<file path="config.mk">
export PLATFORM = sky130hd
export DESIGN_NAME = bus_timer
export DESIGN_NICKNAME = d
export VERILOG_FILES = /design/src/rtl/bus_timer_pkg.sv /design/src/rtl/bus_timer_prescaler.sv /design/src/rtl/bus_timer.sv
export SDC_FILE = /design/constraint.sdc
export NUM_CORES = 1
export LEC_CHECK = 0
export BUFFER_PORTS_ARGS = -buffer_cell sky130_fd_sc_hd__buf_2
export CAP_MARGIN = 20
export CORE_MARGIN = 3
export CORE_UTILIZATION = 61
export CTS_CLUSTER_SIZE = 8
export DETAILED_ROUTE_END_ITERATION = 8
export PLACE_DENSITY = 0.95
export SLEW_MARGIN = 25
export SYNTH_ARGS = -nofsm -noshare
export SYNTH_HDL_FRONTEND = slang
export SYNTH_HIERARCHICAL = 1
export SYNTH_SLANG_ARGS = --single-unit
</file>
<file path="constraint.sdc">
create_clock -name clk -period 3.96 [get_ports clk]
set_input_delay 0.99 -clock clk [delete_from_list [all_inputs] [get_ports clk]]
set_output_delay 0.99 -clock clk [all_outputs]
set_load 0.05 [all_outputs]
</file>
<file path="src/rtl/bus_timer_pkg.sv">
`default_nettype none
// ============================================================================
//  Module   : bus_timer_pkg
//  Purpose  : Shared definitions for the bus_timer responder: data and
//             register-index widths, register index constants, CTRL/INTR bit
//             positions and the active-low bus polarity constants.
//  Ports    : none (package)
//  Config   : BUS_TIMER_PRESCALER_EN enables the PRESCALE register (index 4)
//  Revision : 1.0  initial release
// ============================================================================
package bus_timer_pkg;

    localparam int DATA_W = 32;
    localparam int ADDR_W = 3;

    // Register indices
    localparam logic [ADDR_W-1:0] TIMER_ADDR_CTRL     = 3'd0;
    localparam logic [ADDR_W-1:0] TIMER_ADDR_INTR     = 3'd1;
    localparam logic [ADDR_W-1:0] TIMER_ADDR_EXPR     = 3'd2;
    localparam logic [ADDR_W-1:0] TIMER_ADDR_COUNTER  = 3'd3;
    localparam logic [ADDR_W-1:0] TIMER_ADDR_PRESCALE = 3'd4;

    // Bit positions
    localparam int CTRL_START_BIT    = 0;
    localparam int CTRL_PERIODIC_BIT = 1;
    localparam int INTR_EXPIRE_BIT   = 0;

    // Bus polarity (strobes are active low)
    localparam logic ENABLE_  = 1'b0;
    localparam logic DISABLE_ = 1'b1;
    localparam logic READ     = 1'b1;
    localparam logic WRITE    = 1'b0;

endpackage : bus_timer_pkg
`default_nettype wire

</file>
<file path="src/rtl/bus_timer_prescaler.sv">
`default_nettype none
// ============================================================================
//  Module   : bus_timer_prescaler
//  Purpose  : Divides the timer tick rate. While enabled, an internal counter
//             runs 0..prescale and a tick is issued when it equals prescale,
//             so prescale = 0 yields one tick per cycle.
//  Ports    : clk      - system clock
//             reset    - synchronous active-high reset
//             enable   - count enable (timer START)
//             clear    - return the internal counter to 0 (CTRL write)
//             prescale - terminal count
//             tick     - one-cycle tick qualifier for the timer counter
//  Config   : only compiled when BUS_TIMER_PRESCALER_EN is defined, since it
//             is only instantiated in that build
//  Revision : 1.0  initial release
// ============================================================================
`ifdef BUS_TIMER_PRESCALER_EN
module bus_timer_prescaler
    import bus_timer_pkg::*;
(
    input  logic              clk,
    input  logic              reset,
    input  logic              enable,
    input  logic              clear,
    input  logic [DATA_W-1:0] prescale,
    output logic              tick
);

    logic [DATA_W-1:0] r_count;
    logic              w_at_limit;

    assign w_at_limit = (r_count == prescale);
    assign tick       = enable && w_at_limit;

    always_ff @(posedge clk) begin
        if (reset || clear) begin
            r_count <= '0;
        end else if (enable) begin
            if (w_at_limit) begin
                r_count <= '0;
            end else begin
                r_count <= r_count + 1'b1;
            end
        end
    end

endmodule : bus_timer_prescaler
`endif
`default_nettype wire

</file>
<file path="src/rtl/bus_timer.sv">
`default_nettype none
// ============================================================================
//  Module   : bus_timer
//  Purpose  : Memory-mapped interval timer on the active-low request/strobe
//             bus. Counts ticks up to EXPR, raises a level interrupt on
//             expiry, optionally reloads (PERIODIC). Every access completes
//             with a one-cycle rdy_ pulse in the cycle after it is sampled.
//  Ports    : clk     - system clock (rising edge)
//             reset   - synchronous active-high reset
//             cs_     - chip select, active low
//             as_     - address strobe, active low
//             rw      - 1 = read, 0 = write
//             addr    - register index
//             wr_data - write data
//             rd_data - read data, zero outside a read response
//             rdy_    - access-complete strobe, active low
//             irq     - timer interrupt (INTR bit0), active high
//  Config   : BUS_TIMER_PRESCALER_EN adds PRESCALE (index 4) and a prescaler
//  Revision : 1.0  initial release
// ============================================================================
module bus_timer
    import bus_timer_pkg::*;
(
    input  logic              clk,
    input  logic              reset,
    input  logic              cs_,
    input  logic              as_,
    input  logic              rw,
    input  logic [ADDR_W-1:0] addr,
    input  logic [DATA_W-1:0] wr_data,
    output logic [DATA_W-1:0] rd_data,
    output logic              rdy_,
    output logic              irq
);

    // ------------------------------------------------------------------
    // Register state
    // ------------------------------------------------------------------
    logic              r_start;
    logic              r_periodic;
    logic              r_intr;
    logic [DATA_W-1:0] r_expr;
    logic [DATA_W-1:0] r_counter;
    logic [DATA_W-1:0] r_rd_data;
    logic              r_rdy_;

    // ------------------------------------------------------------------
    // Bus decode
    // ------------------------------------------------------------------
    logic w_access;
    logic w_wr;
    logic w_rd;
    logic w_wr_ctrl;
    logic w_wr_intr;
    logic w_wr_expr;
    logic w_wr_counter;

    assign w_access     = (cs_ == ENABLE_) && (as_ == ENABLE_);
    assign w_wr         = w_access && (rw == WRITE);
    assign w_rd         = w_access && (rw == READ);
    assign w_wr_ctrl    = w_wr && (addr == TIMER_ADDR_CTRL);
    assign w_wr_intr    = w_wr && (addr == TIMER_ADDR_INTR);
    assign w_wr_expr    = w_wr && (addr == TIMER_ADDR_EXPR);
    assign w_wr_counter = w_wr && (addr == TIMER_ADDR_COUNTER);

    // ------------------------------------------------------------------
    // Tick generation
    // ------------------------------------------------------------------
    logic w_tick;
    logic w_match;
    logic w_expire;

`ifdef BUS_TIMER_PRESCALER_EN
    logic [DATA_W-1:0] r_prescale;
    logic              w_wr_prescale;

    assign w_wr_prescale = w_wr && (addr == TIMER_ADDR_PRESCALE);

    bus_timer_prescaler u_prescaler (
        .clk      (clk),
        .reset    (reset),
        .enable   (r_start),
        .clear    (w_wr_ctrl),
        .prescale (r_prescale),
        .tick     (w_tick)
    );

    always_ff @(posedge clk) begin
        if (reset) begin
            r_prescale <= '0;
        end else if (w_wr_prescale) begin
            r_prescale <= wr_data;
        end
    end
`else
    assign w_tick = r_start;
`endif

    assign w_match  = (r_counter == r_expr);
    assign w_expire = w_tick && w_match;

    // ------------------------------------------------------------------
    // Read mux: reflects register state before the sampling edge
    // ------------------------------------------------------------------
    logic [DATA_W-1:0] w_rd_mux;

    always_comb begin
        w_rd_mux = '0;
        case (addr)
            TIMER_ADDR_CTRL: begin
                w_rd_mux[CTRL_START_BIT]    = r_start;
                w_rd_mux[CTRL_PERIODIC_BIT] = r_periodic;
            end
            TIMER_ADDR_INTR:     w_rd_mux[INTR_EXPIRE_BIT] = r_intr;
            TIMER_ADDR_EXPR:     w_rd_mux = r_expr;
            TIMER_ADDR_COUNTER:  w_rd_mux = r_counter;
`ifdef BUS_TIMER_PRESCALER_EN
            TIMER_ADDR_PRESCALE: w_rd_mux = r_prescale;
`endif
            default:             w_rd_mux = '0;
        endcase
    end

    // ------------------------------------------------------------------
    // Register and response update
    // ------------------------------------------------------------------
    always_ff @(posedge clk) begin
        if (reset) begin
            r_start    <= 1'b0;
            r_periodic <= 1'b0;
            r_intr     <= 1'b0;
            r_expr     <= '0;
            r_counter  <= '0;
            r_rd_data  <= '0;
            r_rdy_     <= DISABLE_;
        end else begin
            // One-cycle response to every sampled access
            r_rdy_    <= w_access ? ENABLE_ : DISABLE_;
            r_rd_data <= w_rd ? w_rd_mux : '0;

            // A CTRL write overrides the one-shot auto-stop
            if (w_wr_ctrl) begin
                r_start    <= wr_data[CTRL_START_BIT];
                r_periodic <= wr_data[CTRL_PERIODIC_BIT];
            end else if (w_expire && !r_periodic) begin
                r_start <= 1'b0;
            end

            // Expiry wins over a clearing write so no interrupt is lost
            if (w_expire) begin
                r_intr <= 1'b1;
            end else if (w_wr_intr && !wr_data[INTR_EXPIRE_BIT]) begin
                r_intr <= 1'b0;
            end

            if (w_wr_expr) begin
                r_expr <= wr_data;
            end

            // A COUNTER write overrides both increment and expiry reload
            if (w_wr_counter) begin
                r_counter <= wr_data;
            end else if (w_tick) begin
                r_counter <= w_match ? '0 : r_counter + 1'b1;
            end
        end
    end

    assign rd_data = r_rd_data;
    assign rdy_    = r_rdy_;
    assign irq     = r_intr;

endmodule : bus_timer
`default_nettype wire

</file>
After elaboration in Yosys (flattened, before gate mapping)
Cells that the tools add are included.
- add/subtract/negate cells: 1
- multiply operators: 0
- divide/modulo/power cells: 0
- magnitude comparators: 0
- eq/ne operators: 4
- shift operators: 0
- muxes and demuxes: 11
- bitwise logic cells: 4
- reduce and logical (&&, ||, !) cells: 17
- operators by type and width (kind ; count):
    $mux 32 ; 3
    $pmux 30 s2 ; 1
    $add 32x1->32 const B ; 1
    $eq 32x32->1 ; 1
    $logic_and 1x1->1 ; 10
    $eq 3x2->1 const B ; 2
    $reduce_bool 2->1 ; 3
    $mux 1 ; 5
    $not 1->1 ; 4
    $pmux 1 s4 ; 1
    $eq 3x1->1 const B ; 1
    $logic_not 3->1 ; 1
    $pmux 1 s3 ; 1
    $logic_not 1->1 ; 2
    $reduce_or 2->1 ; 1
- register bits after elaboration: 100
- bits in latches: 0
- bits in writable memories: 0
- memory bits (read-only): 0
- bits of input ports: 40
- output and inout port bits: 34
- word-level logic and storage cells: 44
- memories kept: 0

Depth between registers and ports, before layout
- depth after elaboration: 7
- depth in mapped cells: 7

Least setup slack after synthesis
No wires, ideal clock.
- path kind: input to register
- start point: in addr[0]
- end point: reg r_expr[2]
- library setup time: 0.071 ns
- arrival: 2.337 ns
- required time: 3.889 ns
- setup slack: 1.552 ns
- stages: 7
- cells stage by stage: buf_2 > nor3b_1 > and2_1 > clkbuf_1 > clkbuf_1 > nand2_1 > a21oi_1
- cells in the longest elaborated chain, start to end: 2
- RTL lines (what ; RTL line ; source):
    start: declaration ; bus_timer.sv:29 ; input logic [ADDR_W-1:0] addr,
    $eq 3x2->1 ; bus_timer.sv:63 ; assign w_wr_expr = w_wr && (addr == TIMER_ADDR_EXPR);
    $logic_and 1x1->1 ; bus_timer.sv:63 ;
    end signal: assignment ; bus_timer.sv:157 ; r_expr <= wr_data;
    end: declaration ; bus_timer.sv:42 ; logic [DATA_W-1:0] r_expr;
Every way passes these cells.
A chain may end at the register's enable or synchronous reset.

Final worst setup path
- start point: reg r_counter[0]
- end point: reg r_counter[28]
- cells in the longest elaborated chain, start to end: 4
- RTL lines (what ; RTL line ; source):
    start: declaration ; bus_timer.sv:43 ; logic [DATA_W-1:0] r_counter;
    start signal: assignment ; bus_timer.sv:162 ; r_counter <= wr_data;
    start signal: assignment ; bus_timer.sv:164 ; r_counter <= w_match ? '0 : r_counter + 1'b1;
    $add 32x1->32 / $eq 32x32->1 (equally long branches) ; bus_timer.sv:164, bus_timer.sv:99 ;
    $mux 32 (*) ; bus_timer.sv:164 ;
    $mux 32 (*) ; bus_timer.sv:163 ; end else if (w_tick) begin
    $mux 32 (*) ; bus_timer.sv:161 ; if (w_wr_counter) begin
Mark *: on every way between the ends. The rest lies on a longest branch, timed or not. The select of a mux whose other input is x is not followed.

==> metrics.md <==
| Metric | Value |
|---|---|
| Post-CTS setup buffers | `0` |
| First-pass GRT wire length | `22,000 um` |
| Min Hold Slack | `0.491 ns` |
| Remaining antenna violation count after routing | `0` |
| Gate power share | `0.063` |
| Worst-skew pair later-pin latency | `0.38 ns` |
| Gr usage total | `0.312` |
| Post-DP HPWL | `8880 um` |
| Placed insts | `710` |
| Worst reg2reg endpoint | `r_counter[28]$_SDFFE_PP0P_` |
| Fin. Hold Viols | `0` |
| Pwr dens | `331 nW/um^2` |
| Largest net degree at the start of global routing | `70` |
| Slowest CP cell | `nor4_2` |
| Syn Inst Count | `587` |
| Pins Over Slew Limit | `0` |
| Main area contributors after synthesis | `dfxtp_1 (42%), xor2_1 (9.4%), nand2_1 (6.1%)` |
| Final period util | `0.688` |
| CTS H-tree lvls | `3` |
| Share of total power in sequential cells | `0.572` |
| Hold depth | `2` |
| Cell Area, Synth | `4820 sq um` |
| Req. time, crit path | `4.20 ns` |
| Capture point of the worst path | `r_counter[28]$_SDFFE_PP0P_` |
| Detailed Route Iter0 Violations | `579` |
| Worst setup EP type | `flop` |
| # rows | `31` |
| Async set-reset flop share out of synthesis | `0` |
| Ports | `74` |
| Worst Path Max Fanout | `9` |
| Via count | `4,795` |
| Cell Int Power | `1340 uW` |
| # port buffers | `73` |
| WL/cell | `18.8 um` |
| Final cell count without fillers | `726` |
| Sw power | `441 uW` |
| Count of final setup violators | `0` |
| Worst R2R Setup Slack | `1.24 ns` |
| Worst hold path class | `reg -> reg` |
| Total global routing overflow | `0` |
| Die Footprint | `9010 sq um` |
| TritonCTS Buffers | `9` |
| Initial antenna violation count | `0` |
| EDFF count, synth | `0` |
| PostCTS Resize Cnt | `0` |
| Proportion of layout cells with a drive suffix above 1 | `0.175` |
| Clock power share | `0.365` |
| RSZ-0062 raised after global routing | `false` |
| Via density | `6.60` |
| Slew @ Worst Pin | `1.10 ns` |
| Initial Utilization | `0.648` |
| Final net count | `663` |
| FILL cells | `582` |
| Crit-path cells | `ha_1 > nand3_1 > nor4_2 > nand4_1 > xor2_1 > o22ai_1` |
| Gpl congestion | `0.997` |
| Die Ht | `94.9 um` |
| Max Fclk | `367 MHz` |
| Max Cap Viol | `0` |
| Max VDD drop | `188 uV` |
| Die span in x | `94.9 um` |
| Count leader, synth | `dfxtp_1` |
| TritonCTS sink count | `100` |
| Commonest cells post-synth | `dfxtp_1 (100), nand2_1 (78), xor2_1 (52)` |
| Avg Inst Size Synth | `8.22 sq um` |
| Vias in the first global route | `4,460` |
| #FFs+latches synth | `100` |
| First-pass DRT Iterations | `8` |
| Min cycle time layout | `2.72 ns` |
| Worst-path clk slew | `0.09 ns` |
| Commonest register cell after synthesis | `dfxtp_1` |
| Residual DRC | `0` |
| CTS tree | `yes` |
| Area growth from synthesis to layout | `11.3%` |
| Slowest stage delay, CP | `0.97 ns` |
| Hold_buf cts | `0` |
| Root Driver | `clkbuf_8` |
| Sequential fraction of the synthesis area | `0.415` |
| Startpoint types | `flop` |
| Post-synth top area share | `0.415` |
| Distinct cells, synth | `49` |
| Sw Share | `0.248` |
| Leak | `0.00213 uW` |
| CP Class | `reg -> reg` |
| Final setup TNS | `0 ns` |
| Routed Wire Length | `13,600 um` |
| Status | `complete, no violations` |
| Slew headroom | `0.266` |
| Synth area leader | `dfxtp_1` |
| Synthesized Nets | `628` |
| FF-to-FF path depth | `6` |
| FF-to-FF Start | `r_counter[0]$_SDFFE_PP0P_` |
| Yosys warns | `6` |
| Total power | `1780 uW` |
| Worst setup path start | `r_counter[0]$_SDFFE_PP0P_` |
| Antenna cells | `0` |
| Worst-case clock buffer depth | `2` |
| Worst Clk Skew | `0.00854 ns` |
| Core area | `7450 sq um` |
| CP Data Arrival Time | `2.96 ns` |
-- layout make-up --
type                    instances  area (sq um)  area share
multi-input cells             425          2600       0.484
clock buffers                  12           135      0.0252
repair buffers                 82           445      0.0830
flip-flops and latches        100          2000       0.373
well taps                      99           124      0.0231
inverters                       4          15.0     0.00280
clock inverters                 4          50.0     0.00932
-- worst min path at each step --
stage,endpoint,startpoint
6_report,r_expr[23]$_SDFFE_PP0P_,r_expr[23]$_SDFFE_PP0P_
2_1_floorplan,r_expr[1]$_SDFFE_PP0P_,r_expr[1]$_SDFFE_PP0P_
4_1_cts,r_expr[16]$_SDFFE_PP0P_,r_expr[16]$_SDFFE_PP0P_
3_5_place_dp,r_expr[12]$_SDFFE_PP0P_,r_expr[12]$_SDFFE_PP0P_
3_3_place_gp,r_expr[11]$_SDFFE_PP0P_,r_expr[11]$_SDFFE_PP0P_
5_1_grt,r_expr[15]$_SDFFE_PP0P_,r_expr[15]$_SDFFE_PP0P_
-- power groups by stage --
stage	logic (uW)	registers [uW]	clock network (uW)
2_1_floorplan	60.6	1040	0
3_3_place_gp	101	1040	0
3_5_place_dp	105	1040	0
4_1_cts	106	1020	641
5_1_grt	119	1020	690
6_report	112	1020	649
-- kinds of logic after synthesis --
group,count (synthesis),synth area share
DFF,100,0.415
muxes,3,0.00649
adders and majority gates,1,0.00259
buffers and inverters,62,0.0506
xor gates and xnor gates,58,0.105
AOI/OAI and AO/OA,144,0.196
and+or+nand+nor,219,0.224
-- sequential cells by signal (all words and copies together) (netlist names) --
signal and count:
r_start 1, rd_data 32, r_expr 32, r_counter 32, irq 1, r_periodic 1
rdy_ 1
-- metal layers --
| metal | GRT usage | wire (um) |
|---|---|---|
| met5 | 0 | 0 |
| met4 | 0.168 | 563 |
| met3 | 0.0709 | 1490 |
| met2 | 0.488 | 6330 |
| met1 | 0.400 | 5260 |
-- cell usage in the layout (no fill, tap or decap), drive strengths merged, types with 11 or more instances in the layout --
cell,synthesis,routed
nand4,16,16
buf,9,82
a31oi,26,26
dfxtp,100,100
nand2,78,78
xor2,52,52
a21oi,33,33
clkbuf,49,12
and3,28,28
nor2,47,47
nor4,11,11
o22ai,28,28
a22oi,32,32
-- worst max-delay path: cells and delay by family, from the launching register on --
kind | cells | cell delay [ns]
and+or+nand+nor | 3 | 1.45
xor gates and xnor gates | 1 | 0.22
DFF | 1 | 0.54
adders and majority gates | 1 | 0.26
AOI/OAI and AO/OA | 1 | 0.10
-- through the flow --
step                      setup slack (ns)  instance area (sq um)  utilization
final                                 1.24                   5370        0.721
after floorplan                       1.55                   4820            -
after global placement                1.20                   5170        0.695
after CTS                             1.15                   5360        0.720
after detailed placement              1.10                   5170        0.695
after global routing                  1.16                   5370        0.721
No activity file was read; power rests on OpenSTA's default activity.
